File: config.mk
export PLATFORM = sky130hd
export DESIGN_NAME = mac_window_pipe
export DESIGN_NICKNAME = d
export VERILOG_FILES = /design/src/rtl/mac_window_pkg.sv /design/src/rtl/mac_window_arith.sv /design/src/rtl/mac_window_pipe.sv
export SDC_FILE = /design/constraint.sdc
export NUM_CORES = 2
export LEC_CHECK = 0
export ABC_AREA = 0
export BUFFER_PORTS_ARGS = -buffer_cell sky130_fd_sc_hd__buf_2
export CAP_MARGIN = 20
export CORE_MARGIN = 3
export CORE_UTILIZATION = 50
export CTS_CLUSTER_DIAMETER = 100
export CTS_CLUSTER_SIZE = 20
export DETAILED_ROUTE_END_ITERATION = 12
export PLACE_DENSITY = 0.66
export SLEW_MARGIN = 20
export SYNTH_ARGS = -nofsm -noshare
export SYNTH_HDL_FRONTEND = slang
export SYNTH_HIERARCHICAL = 1
export SYNTH_SLANG_ARGS = --single-unit
export TNS_END_PERCENT = 1
File: constraint.sdc
create_clock -name clk -period 17.2 [get_ports clk]
set_input_delay 2.58 -clock clk [delete_from_list [all_inputs] [get_ports clk]]
set_output_delay 2.58 -clock clk [all_outputs]
set_load 0.02 [all_outputs]
File: src/rtl/mac_window_pkg.sv
// Shared types and width helpers for the sliding-window multiply-add pipeline.
package mac_window_pkg;

   typedef enum logic [1:0] {
      MODE_MAC = 2'd0,
      MODE_SUM = 2'd1,
      MODE_ACC = 2'd2,
      MODE_RSV = 2'd3
   } mode_e;

   localparam int unsigned DefaultDw   = 32;
   localparam int unsigned DefaultVlen = 3;

   // Internal width holds a*b+c plus a clamped accumulator without loss.
   function automatic int unsigned int_width(input int unsigned dw);
      return 2 * dw + 2;
   endfunction

endpackage

File: src/rtl/mac_window_arith.sv
// Combinational window arithmetic: MAC/SUM/ACC result with saturate-or-wrap mapping.
module mac_window_arith
   import mac_window_pkg::*;
#(
   parameter int unsigned DW = DefaultDw
) (
   input  logic [DW-1:0]     a_i,
   input  logic [DW-1:0]     b_i,
   input  logic [DW-1:0]     c_i,
   input  logic [2*DW+1:0]   acc_i,
   input  mode_e             mode_i,
   input  logic              sat_i,
   output logic [DW-1:0]     result_o,
   output logic              ovf_o,
   output logic [2*DW+1:0]   acc_next_o
);

   localparam int unsigned IW = int_width(DW);
   // 2^DW: overflow threshold and sticky accumulator ceiling.
   localparam logic [IW-1:0] Limit = {{(IW-DW-1){1'b0}}, 1'b1, {DW{1'b0}}};

   logic [IW-1:0] prod;
   logic [IW-1:0] mac;
   logic [IW-1:0] sum;
   logic [IW-1:0] acc_sum;
   logic [IW-1:0] full;

   always_comb begin
      prod       = IW'(a_i) * IW'(b_i);
      mac        = prod + IW'(c_i);
      sum        = IW'(a_i) + IW'(b_i) + IW'(c_i);
      acc_sum    = acc_i + mac;
      acc_next_o = (acc_sum >= Limit) ? Limit : acc_sum;
      full       = mac;
      case (mode_i)
         MODE_SUM: full = sum;
         MODE_ACC: full = acc_next_o;
         default:  full = mac;
      endcase
      ovf_o    = (full >= Limit);
      result_o = (ovf_o && sat_i) ? {DW{1'b1}} : full[DW-1:0];
   end

endmodule

File: src/rtl/mac_window_pipe.sv
// Sliding three-sample window over consecutive valid inputs with run-length qualification
// and a one-cycle registered result.
module mac_window_pipe
   import mac_window_pkg::*;
#(
   parameter int unsigned DW   = DefaultDw,
   parameter int unsigned VLEN = DefaultVlen
) (
   input  logic          clk,
   input  logic          rst,
   input  logic          validi,
   input  logic [DW-1:0] data_in,
   input  logic [1:0]    mode,
   input  logic          sat,
   output logic          valido,
   output logic [DW-1:0] data_out,
   output logic          ovf
);

   localparam int unsigned IW = int_width(DW);
   localparam int unsigned CW = $clog2(VLEN + 1);

   logic [DW-1:0] d1_q;
   logic [DW-1:0] d2_q;
   logic [CW-1:0] cnt_q;
   logic [IW-1:0] acc_q;
   logic          valid_q;
   logic [DW-1:0] data_q;
   logic          ovf_q;

   mode_e         mode_s;
   logic          fire;
   logic [DW-1:0] result;
   logic          res_ovf;
   logic [IW-1:0] acc_next;

   assign mode_s = mode_e'(mode);
   // A window fires on the VLEN-th consecutive valid sample and every valid one after.
   assign fire   = validi && (cnt_q >= CW'(VLEN - 1));

   mac_window_arith #(
      .DW(DW)
   ) u_arith (
      .a_i       (d2_q),
      .b_i       (d1_q),
      .c_i       (data_in),
      .acc_i     (acc_q),
      .mode_i    (mode_s),
      .sat_i     (sat),
      .result_o  (result),
      .ovf_o     (res_ovf),
      .acc_next_o(acc_next)
   );

   always_ff @(posedge clk) begin
      if (rst) begin
         d1_q    <= '0;
         d2_q    <= '0;
         cnt_q   <= '0;
         acc_q   <= '0;
         valid_q <= 1'b0;
         data_q  <= '0;
         ovf_q   <= 1'b0;
      end else begin
         if (validi) begin
            d2_q  <= d1_q;
            d1_q  <= data_in;
            cnt_q <= (cnt_q == CW'(VLEN)) ? cnt_q : cnt_q + CW'(1);
         end else begin
            cnt_q <= '0;
         end
         // Leaving ACC or breaking the run restarts the accumulation from zero.
         if (!validi || mode_s != MODE_ACC) begin
            acc_q <= '0;
         end else if (fire) begin
            acc_q <= acc_next;
         end
         valid_q <= fire;
         data_q  <= fire ? result : '0;
         ovf_q   <= fire && res_ovf;
      end
   end

   assign valido   = valid_q;
   assign data_out = data_q;
   assign ovf      = ovf_q;

endmodule
==> qor_table.md <==
| Result | Value |
|:---|:---|
| Status | finished clean |
| Pin count of the biggest net entering global routing | 134 |
| Unrepaired setup endpoints after global routing | no |
| Power per Cell Area | 41.0 nW/um^2 |
| Hold slack final | 0.499 ns |
| Top-Level Pins | 72 |
| Share of the synthesized area in the top cell type | 39.1% |
| Clock tree from TritonCTS | done |
| Class of the most critical setup path | input pin to flip-flop |
| Total overflow reported by the global router | 0 |
| Die width | 320 um |
| CP endpoint kind | flip-flop |
| Tightest Pin Transition | 1.02 ns |
| Placer's final routability congestion estimate | 0.997 |
| Hold Buf Count CTS | 0 |
| Layout net count | 7008 |
| Setup slack of the most critical reg-to-reg path | 2.94 ns |
| Via total after detailed routing | 39558 |
| Post-Place Cells | 6863 |
| Critical path data arrival time | 15.40 ns |
| Type of origin of the critical path | input pin |
| Per-cell routed wire length | 21.4 um |
| Number of buffer cells added on primary ports | 71 |
| Synth Instances | 5774 |
| TNS Setup | 0 ns |
| Flops & latches, synth | 166 |
| Number of failing setup endpoints in the final timing report | 0 |
| Unique cell type count in the Yosys netlist | 91 |
| Peak clock frequency supported by timing | 0.0668 GHz |
| Top cells by area, synth | fa_1 39%, ha_1 10%, inv_1 8.5% |
| Die outline height | 320 um |
| Number of warnings issued by yosys | 6 |
| Number of clock sinks | 166 |
| Leak Pwr | 25.3 nW |
| Post-Synthesis Mean Instance Area | 8.54 um^2 |
| Most frequently used cell type in the post-synthesis netlist | inv_1 |
| Worst voltage drop across the vdd grid | 0.0619 mV |
| DRC Markers | 0 |
| Commonest register cell after synthesis | dfxtp_1 |
| Clk root buf | clkbuf_16 |
| TritonCTS Buffers | 17 |
| Slowest cell on crit path | a31oi_1 |
| Length of the first detailed-routing pass in iterations | 6 |
| Antenna violations before repair | 3 |
| Number of antenna cells inserted | 0 |
| Portion of the post-synthesis area used by sequential elements | 6.74% |
| Count of endpoints failing hold in the final timing report | 0 |
| Die area | 102000 um^2 |
| Layout cells sized above 1 | 4.40% |
| Most instantiated cells after synthesis | 1115 x inv_1, 963 x fa_1, 711 x nand2_1 |
| Clock-pin slew on the worst setup and hold paths | 0.09 ns |
| Final setup skew | 0.0189 ns |
| Minimum period implied by the final worst setup slack | 14.98 ns |
| H-tree lvl count | 4 |
| Final Non-Filler Cells | 6895 |
| Clk Latency, worst-skew pair | 0.50 ns |
| Relative area change from synthesis to final layout | 3.44% |
| Worst path required time | 17.62 ns |
| WL final | 147 mm |
| Number of filler cells placed in the layout | 9281 |
| Post-Synthesis Cell Area | 49300 um^2 |
| Count of cells resized by post-cts repair | 0 |
| Post-Layout Inst Area | 51000 um^2 |
| Most prevalent standard cell on the critical path | fa_1 |
| Largest incremental delay on the critical path | 0.70 ns |
| Remaining antenna violation count | 0 |
| Number of synthesized flops with an enable pin | 0 |
| Row Count | 114 |
| Critical-path maximum fanout | 36 |
| Half-perimeter wire length after placement | 117 mm |
| Min-delay worst type | flip-flop to flip-flop |
| Detailed-route vias per instance | 5.74 |
| Initial standard-cell utilization of the core | 50.7% |
| Relative slew slack | 31.9% |
| Iter 0 DRT Violations | 2980 |
| Number of max-capacitance violations reported | 0 |
| Area of the core | 97300 um^2 |
| Total Routing Usage GR | 29.4% |
| Placed cell area | 50400 um^2 |
| Share of flip-flops with an asynchronous set or reset after synthesis | 0% |
| Post CTS Setup Buffer Count | 0 |
| Buffers from clock root to sink, at most | 2 |
| Max-slew violations | 0 |
| Global-route wire length before repair | 236 mm |
| Largest area contributor in the synthesized netlist | fa_1 |
| Period Utilization, post-route | 87.1% |
| Vias in the first global route | 41112 |
[flip-flops by register name, indices dropped and copies added, names as in the netlist]
name / cells
data_out: 32
acc_q: 66
d1_q: 32
ovf: 1
valido: 1
cnt_q: 2
d2_q: 32
[placed cells by master (no fill, tap or decap), types with 70 or more instances in the layout]
master,count
buf_2,70
xnor2_1,74
mux2i_1,74
dfxtp_1,153
and2_1,485
a21oi_1,282
o21ai_0,175
nor2_1,213
nand2_1,711
inv_1,1115
fa_1,963
buf_4,73
ha_1,400
[per-stage QoR]
stage	setup slack [ns]	power [W]	utilization (%)
3_3_place_gp	2.03	0.00163	51.8
4_1_cts	2.53	0.00208	52.4
3_5_place_dp	2.04	0.00163	51.8
2_1_floorplan	4.96	0.00126	-
5_1_grt	1.80	0.00223	52.5
6_report	2.22	0.00209	52.5
[report_power, final]
group          internal, W  switching (W)  total (W)
registers         0.000393      0.0000224   0.000416
clock network     0.000215       0.000228   0.000443
logic             0.000413       0.000820    0.00123
total              0.00102        0.00107    0.00209
[kinds of logic after synthesis]
family	after synthesis	share of synthesized area, %
and+or+nand+nor	1752	18.0
buffers and inverters	1479	11.8
adders and majority gates	1364	49.3
AOI/OAI and AO/OA	820	10.6
DFF	166	6.74
xor gates and xnor gates	116	2.06
muxes	76	1.55
other	1	0.00760
[worst paths after layout]
path                              start                      to  depth (start not counted)
setup reg to reg   d1_q[9]$_SDFFE_PP0P_  data_out[4]$_SDFF_PP0_                         39
hold / removal    d2_q[13]$_SDFFE_PP0P_   d2_q[13]$_SDFFE_PP0P_                          2
setup / recovery            data_in[28]  data_out[4]$_SDFF_PP0_                         41
hold reg to reg   d2_q[13]$_SDFFE_PP0P_   d2_q[13]$_SDFFE_PP0P_                          2
[per-layer routing]
| layer | vias up | wire [um] | GRT usage, % | part of all wire, % |
|---|---|---|---|---|
| met5 | - | 0 | 0 | 0 |
| met4 | 0 | 4410 | 8.56 | 3.0 |
| met3 | 248 | 9800 | 4.11 | 6.7 |
| met2 | 1477 | 68600 | 47.6 | 47 |
| met1 | 20301 | 64600 | 41.3 | 44 |
| li1 | 17532 | - | - | - |
[cell type report]
| class | instances | area [um^2] | area share, % |
|---|---|---|---|
| clock buffers | 17 | 425 | 0.834 |
| clock inverters | 15 | 213 | 0.417 |
| inverters | 1115 | 4190 | 8.20 |
| multi-input cells | 4161 | 40300 | 79.1 |
| flip-flops and latches | 166 | 3340 | 6.55 |
| well taps | 1276 | 1600 | 3.13 |
| repair buffers | 145 | 921 | 1.80 |
[critical path, delay by kind of cell]
family,cells,cell delay (ns)
xor+xnor,1,0.42
buf+inv,9,1.16
fa+ha+maj,10,4.98
simple gates,11,3.05
compound gates,10,3.17
(Power assumes the default switching activity.)
